--- src/rtl/sseg_scan_capture.sv ---
// Loopback capture of the multiplexed seven-segment drive.
// Rebuilds eight hex digits and decimal points; publishes once per full scan.
module sseg_scan_capture #(
    parameter int SETTLE_CYCLES  = 16,
    parameter int TIMEOUT_CYCLES = 400_000
) (
    input  logic        clk,
    input  logic        reset,
    input  logic [3:0]  D1_AN,
    input  logic [3:0]  D2_AN,
    input  logic [7:0]  D1_SEG,
    input  logic [7:0]  D2_SEG,
    output logic [31:0] hex_val,
    output logic [7:0]  hex_ok,
    output logic [7:0]  dpoints,
    output logic        frame_valid,
    output logic        frame_pulse,
    output logic        an_error,
    output logic        stale
);

    localparam int CW = $clog2(SETTLE_CYCLES + 1);
    localparam int TW = $clog2(TIMEOUT_CYCLES + 1);

    logic [23:0] pins;
    logic [23:0] s1_q;
    logic [23:0] b_q;
    logic [23:0] prev_q;
    logic [CW-1:0] cnt_q;
    logic [TW-1:0] to_q;

    logic [3:0] an1;
    logic [3:0] an2;
    logic [7:0] sg1;
    logic [7:0] sg2;

    logic       strobe;
    logic       an_valid;
    logic       an_blank;
    logic [1:0] idx;
    logic       cap;
    logic       illegal;
    logic       publish;
    logic [4:0] dec_lo;
    logic [4:0] dec_hi;

    logic [7:0][3:0] sh_nib_q;
    logic [7:0][3:0] sh_nib_d;
    logic [7:0]      sh_ok_q;
    logic [7:0]      sh_ok_d;
    logic [7:0]      sh_dp_q;
    logic [7:0]      sh_dp_d;
    logic [3:0]      seen_q;
    logic [3:0]      seen_d;

    logic [31:0] hex_q;
    logic [7:0]  ok_q;
    logic [7:0]  dp_q;
    logic        fv_q;
    logic        pulse_q;
    logic        err_q;
    logic        stale_q;

    assign pins = {D1_AN, D2_AN, D1_SEG, D2_SEG};
    assign an1  = b_q[23:20];
    assign an2  = b_q[19:16];
    assign sg1  = b_q[15:8];
    assign sg2  = b_q[7:0];

    function automatic logic [4:0] glyph(input logic [6:0] s);
        logic [4:0] r;
        case (s)
            7'h3F:   r = 5'h10;
            7'h06:   r = 5'h11;
            7'h5B:   r = 5'h12;
            7'h4F:   r = 5'h13;
            7'h66:   r = 5'h14;
            7'h6D:   r = 5'h15;
            7'h7D:   r = 5'h16;
            7'h07:   r = 5'h17;
            7'h7F:   r = 5'h18;
            7'h6F:   r = 5'h19;
            7'h77:   r = 5'h1A;
            7'h7C:   r = 5'h1B;
            7'h39:   r = 5'h1C;
            7'h5E:   r = 5'h1D;
            7'h79:   r = 5'h1E;
            7'h71:   r = 5'h1F;
            default: r = 5'h00;
        endcase
        return r;
    endfunction

    // Counter passes SETTLE-1 here, so the window already spans SETTLE cycles.
    assign strobe = (b_q == prev_q) &&
                    (cnt_q == CW'(SETTLE_CYCLES - 2));

    always_comb begin
        an_valid = 1'b0;
        idx      = 2'd0;
        if (an1 == an2) begin
            case (an1)
                4'b1110: begin an_valid = 1'b1; idx = 2'd0; end
                4'b1101: begin an_valid = 1'b1; idx = 2'd1; end
                4'b1011: begin an_valid = 1'b1; idx = 2'd2; end
                4'b0111: begin an_valid = 1'b1; idx = 2'd3; end
                default: begin an_valid = 1'b0; idx = 2'd0; end
            endcase
        end
    end

    assign an_blank = (an1 == 4'hF) && (an2 == 4'hF);
    assign cap      = strobe && an_valid;
    assign illegal  = strobe && !an_valid && !an_blank;
    assign dec_lo   = glyph(~sg2[6:0]);
    assign dec_hi   = glyph(~sg1[6:0]);

    always_comb begin
        sh_nib_d = sh_nib_q;
        sh_ok_d  = sh_ok_q;
        sh_dp_d  = sh_dp_q;
        seen_d   = seen_q;
        if (cap) begin
            sh_nib_d[{1'b0, idx}] = dec_lo[3:0];
            sh_nib_d[{1'b1, idx}] = dec_hi[3:0];
            sh_ok_d[{1'b0, idx}]  = dec_lo[4];
            sh_ok_d[{1'b1, idx}]  = dec_hi[4];
            sh_dp_d[{1'b0, idx}]  = ~sg2[7];
            sh_dp_d[{1'b1, idx}]  = ~sg1[7];
            seen_d[idx]           = 1'b1;
        end
    end

    assign publish = cap && (seen_d == 4'hF);

    always_ff @(posedge clk or posedge reset) begin
        if (reset) begin
            s1_q   <= '0;
            b_q    <= '0;
            prev_q <= '0;
            cnt_q  <= '0;
        end else begin
            s1_q   <= pins;
            b_q    <= s1_q;
            prev_q <= b_q;
            if (b_q != prev_q) begin
                cnt_q <= '0;
            end else if (cnt_q != CW'(SETTLE_CYCLES)) begin
                cnt_q <= cnt_q + 1'b1;
            end
        end
    end

    always_ff @(posedge clk or posedge reset) begin
        if (reset) begin
            sh_nib_q <= '0;
            sh_ok_q  <= '0;
            sh_dp_q  <= '0;
            seen_q   <= '0;
            to_q     <= '0;
            hex_q    <= '0;
            ok_q     <= '0;
            dp_q     <= '0;
            fv_q     <= 1'b0;
            pulse_q  <= 1'b0;
            err_q    <= 1'b0;
            stale_q  <= 1'b0;
        end else begin
            sh_nib_q <= sh_nib_d;
            sh_ok_q  <= sh_ok_d;
            sh_dp_q  <= sh_dp_d;
            pulse_q  <= publish;
            if (illegal) begin
                err_q <= 1'b1;
            end
            if (cap) begin
                to_q    <= '0;
                stale_q <= 1'b0;
                if (publish) begin
                    hex_q  <= sh_nib_d;
                    ok_q   <= sh_ok_d;
                    dp_q   <= sh_dp_d;
                    fv_q   <= 1'b1;
                    seen_q <= '0;
                end else begin
                    seen_q <= seen_d;
                end
            end else if (to_q != TW'(TIMEOUT_CYCLES)) begin
                to_q <= to_q + 1'b1;
                if (to_q == TW'(TIMEOUT_CYCLES - 1)) begin
                    stale_q <= 1'b1;
                    fv_q    <= 1'b0;
                    seen_q  <= '0;
                end
            end
        end
    end

    assign hex_val     = hex_q;
    assign hex_ok      = ok_q;
    assign dpoints     = dp_q;
    assign frame_valid = fv_q;
    assign frame_pulse = pulse_q;
    assign an_error    = err_q;
    assign stale       = stale_q;

endmodule

--- config.mk ---
export PLATFORM = sky130hd
export DESIGN_NAME = sseg_scan_capture
export DESIGN_NICKNAME = d
export VERILOG_FILES = /design/src/rtl/sseg_scan_capture.sv
export SDC_FILE = /design/constraint.sdc
export NUM_CORES = 1
export LEC_CHECK = 0
export CORE_UTILIZATION = 55
export CTS_CLUSTER_DIAMETER = 40
export CTS_CLUSTER_SIZE = 40
export DETAILED_ROUTE_END_ITERATION = 10
export GPL_ROUTABILITY_DRIVEN = 0
export MAX_ROUTING_LAYER = met4
export PLACE_DENSITY = 0.81
export SETUP_SLACK_MARGIN = 0.3
export SLEW_MARGIN = 20
export SYNTH_ARGS = -nofsm -noshare
export SYNTH_HDL_FRONTEND = slang
export SYNTH_SLANG_ARGS = --single-unit
--- constraint.sdc ---
create_clock -name clk -period 8.15 [get_ports clk]
set_input_delay 1.2225 -clock clk [delete_from_list [all_inputs] [get_ports clk]]
set_output_delay 1.2225 -clock clk [all_outputs]
set_load 0.05 [all_outputs]
==> metrics.md <==
| Metric | Value |
|---|---|
| Switching Share | 22.7% |
| Die area | 15600 um^2 |
| Area Growth Syn to Fin | 17.7% |
| Max Slew Vio Count | 0 |
| Synth unique cells | 55 |
| Critical Path AT | 4380 ps |
| Final wirelength | 16000 um |
| Most frequent cells in the layout | 200 x dfrtp_1, 77 x clkdlybuf4s50_1, 43 x mux2_2 |
| CTS tree | built |
| Main synth FF type | dfrtp_1 |
| Share of power burned in the clock network | 43.5% |
| F_max | 246 MHz |
| GRT Overall Usage | 22.7% |
| Post-CTS setup repair buffer count | 0 |
| # IOs | 78 |
| Status | complete, but fails checks |
| Core area | 14600 um^2 |
| Total CTS buffers | 17 |
| Wire per inst | 17.8 um |
| Vias per cell | 5.67 |
| Leakage | 4.58 nW |
| Pin count of the biggest net entering global routing | 120 |
| Avg Cell Area, Syn | 13.1 um^2 |
| Critical Path End Type | flip-flop |
| Synth warn | 0 |
| Hpwl dp | 10400 um |
| Top post-synthesis cells by area | dfrtp_1 60%, mux2_4 7.6%, mux2_2 5.8% |
| FP Rows | 44 |
| Post-cts repair resize count | 0 |
| Clock latency on the worst-skew pair | 440 ps |
| Post-synth top area share | 60.1% |
| Total power | 0.00195 W |
| DRT iter0 DRCs | 353 |
| Failing checks | design-rule violations |
| Ant diodes | 0 |
| CTS max path bufs | 2 |
| Global route overflow | 0 |
| Slew headroom | 36.7% |
| Syn nets | 666 |
| Period utilization | 49.9% |
| DR vias | 5096 |
| Least-Margin Pin Slew | 944 ps |
| Crit Path Max Fanout | 52 |
| HP Class | flip-flop to flip-flop |
| RSZ-0062 raised after global routing | false |
| Commonest non-fill, non-tap cell in the layout | dfrtp_1 |
| Netlist Area Pre-Place | 8330 um^2 |
| Max Cap Viol | 0 |
| Initial core utilization | 56.9% |
| Clock sinks | 200 |
| Seq pwr share | 53.0% |
| Worst Setup Start Kind | flip-flop |
| Synth area leader | dfrtp_1 |
| CTS H-tree lvls | 4 |
| Layout net count | 733 |
| Die height | 125 um |
| DRT Pass-1 Iters | 7 |
| Setup CP Type | flip-flop to flip-flop |
| Async set or reset register ratio after synthesis | 100% |
| Psw | 0.000442 W |
| Comb pwr share | 3.5% |
| Post-synthesis sequential element count | 200 |
| Initial antenna violation count | 0 |
| Post-synth EDFFs | 0 |
| Worst VDD drop | 0.158 mV |
| DRC viols | 6 |
| Data required, critical path | 8460 ps |
| Global-route wire length before repair | 26900 um |
| Internal Power | 0.00151 W |
| Hold Vio Cnt, Final | 0 |
| Vias in the first global route | 5247 |
| CTS Hold Bufs | 0 |
| Worst-path clk slew | 70 ps |
| Antenna-violating nets left | 0 |
| Final setup violation count | 0 |
| Die width | 125 um |
| Port bufs | 77 |
| Seq/Total Area, Yosys | 60.1% |
| Root Driver | clkbuf_16 |
| Share of layout cells above drive strength 1 | 18.6% |
| Final setup TNS | 0 ps |
| Mapped Cells | 635 |
| Final Critical Period | 4070 ps |
| Pwr/cell area | 199 nW/um^2 |
| Final Skew | 10.0 ps |
worst max-delay path: stages, from the launching register on:
cell and delay, ps:
dfrtp_1 500, xor2_1 210, nor4_1 770, nand3_1 210, nor3_2 770, o22ai_1 270, a221o_4 730, mux2_1 450
power groups by stage:
| stage | sequential [W] | clock (W) | combinational (W) |
|---|---|---|---|
| after floorplan | 0.00104 | 0 | 0.0000533 |
| after global placement | 0.00105 | 0 | 0.0000645 |
| after detailed placement | 0.00105 | 0 | 0.0000671 |
| after CTS | 0.00103 | 0.000858 | 0.0000679 |
| after global routing | 0.00104 | 0.000906 | 0.0000772 |
| final | 0.00103 | 0.000847 | 0.0000681 |
cell usage after synthesis (4+ instances only):
| cell | count |
|---|---|
| clkbuf_1 | 14 |
| ha_1 | 5 |
| xnor2_1 | 5 |
| nor4_1 | 8 |
| nand4b_1 | 4 |
| o21ai_0 | 14 |
| mux2_1 | 4 |
| xor2_1 | 42 |
| nor2_1 | 41 |
| nand2_1 | 38 |
| mux2_2 | 43 |
| dfrtp_1 | 200 |
| mux2i_1 | 10 |
| and2_1 | 5 |
| nand3_1 | 16 |
| a21oi_1 | 17 |
| o22ai_1 | 6 |
| nand4_1 | 10 |
| or3_1 | 6 |
| mux2_4 | 42 |
| inv_1 | 20 |
| nand2b_1 | 9 |
| nor3_1 | 10 |
| buf_2 | 6 |
| nor3b_1 | 4 |
| buf_6 | 10 |
cell type report:
type / instances / area [um^2]
Timing Repair Buffer: 80 / 813
Inverter: 20 / 82.6
Fill cell: 1046 / 4840
Tap cell: 184 / 230
Clock inverter: 14 / 165
Sequential cell: 200 / 5000
Multi-Input combinational cell: 383 / 3070
Clock buffer: 18 / 439
kinds of logic after synthesis:
| kind of cell | after synthesis | share of synthesized area, % |
|---|---|---|
| xor+xnor | 47 | 4.94 |
| simple gates | 176 | 11.5 |
| mux | 99 | 15.1 |
| flops | 200 | 60.1 |
| compound gates | 56 | 4.21 |
| buf+inv | 52 | 3.34 |
| fa+ha+maj | 5 | 0.751 |
final timing paths:
check                      startpoint         end  slack (ps)  cells past startpoint
max                           b_q[22]  dpoints[6]        4080                      7
min                          s1_q[13]     b_q[13]         350                      0
max reg2reg                   b_q[22]  dpoints[6]        4080                      7
min reg2reg                  s1_q[13]     b_q[13]         350                      0
max in group asynchronous       reset     to_q[0]        5670                      4
min in group asynchronous       reset      b_q[9]        1330                      2
flip-flops by register name (all words and copies together) (netlist names), 8 cells and up:
signal,count
s1_q,24
to_q,19
dpoints,8
hex_val,32
sh_nib_q,32
sh_dp_q,8
b_q,24
prev_q,24
hex_ok,8
sh_ok_q,8
through the flow:
stage / cell area [um^2] / cells / worst slack [ps] / hold slack, ps / util [%]
4_1_cts: 9780 / 898 / 4110 / 350 / 66.8
3_3_place_gp: 9170 / 866 / 4370 / 332 / 62.6
3_5_place_dp: 9170 / 866 / 4120 / 335 / 62.6
6_report: 9800 / 899 / 4080 / 349 / 66.9
5_1_grt: 9800 / 899 / 3710 / 361 / 66.9
2_1_floorplan: 8330 / 635 / 1470 / 331 / -
metal layers:
| layer | wire length (um) | vias up | global-route usage (%) |
|---|---|---|---|
| li1 | - | 2332 | - |
| met3 | 615 | 24 | 3.94 |
| met2 | 7870 | 160 | 35.4 |
| met4 | 261 | 0 | 8.03 |
| met1 | 7230 | 2580 | 30.2 |
| met5 | 0 | - | - |
Note: power is estimated with default switching activity, not from simulation.
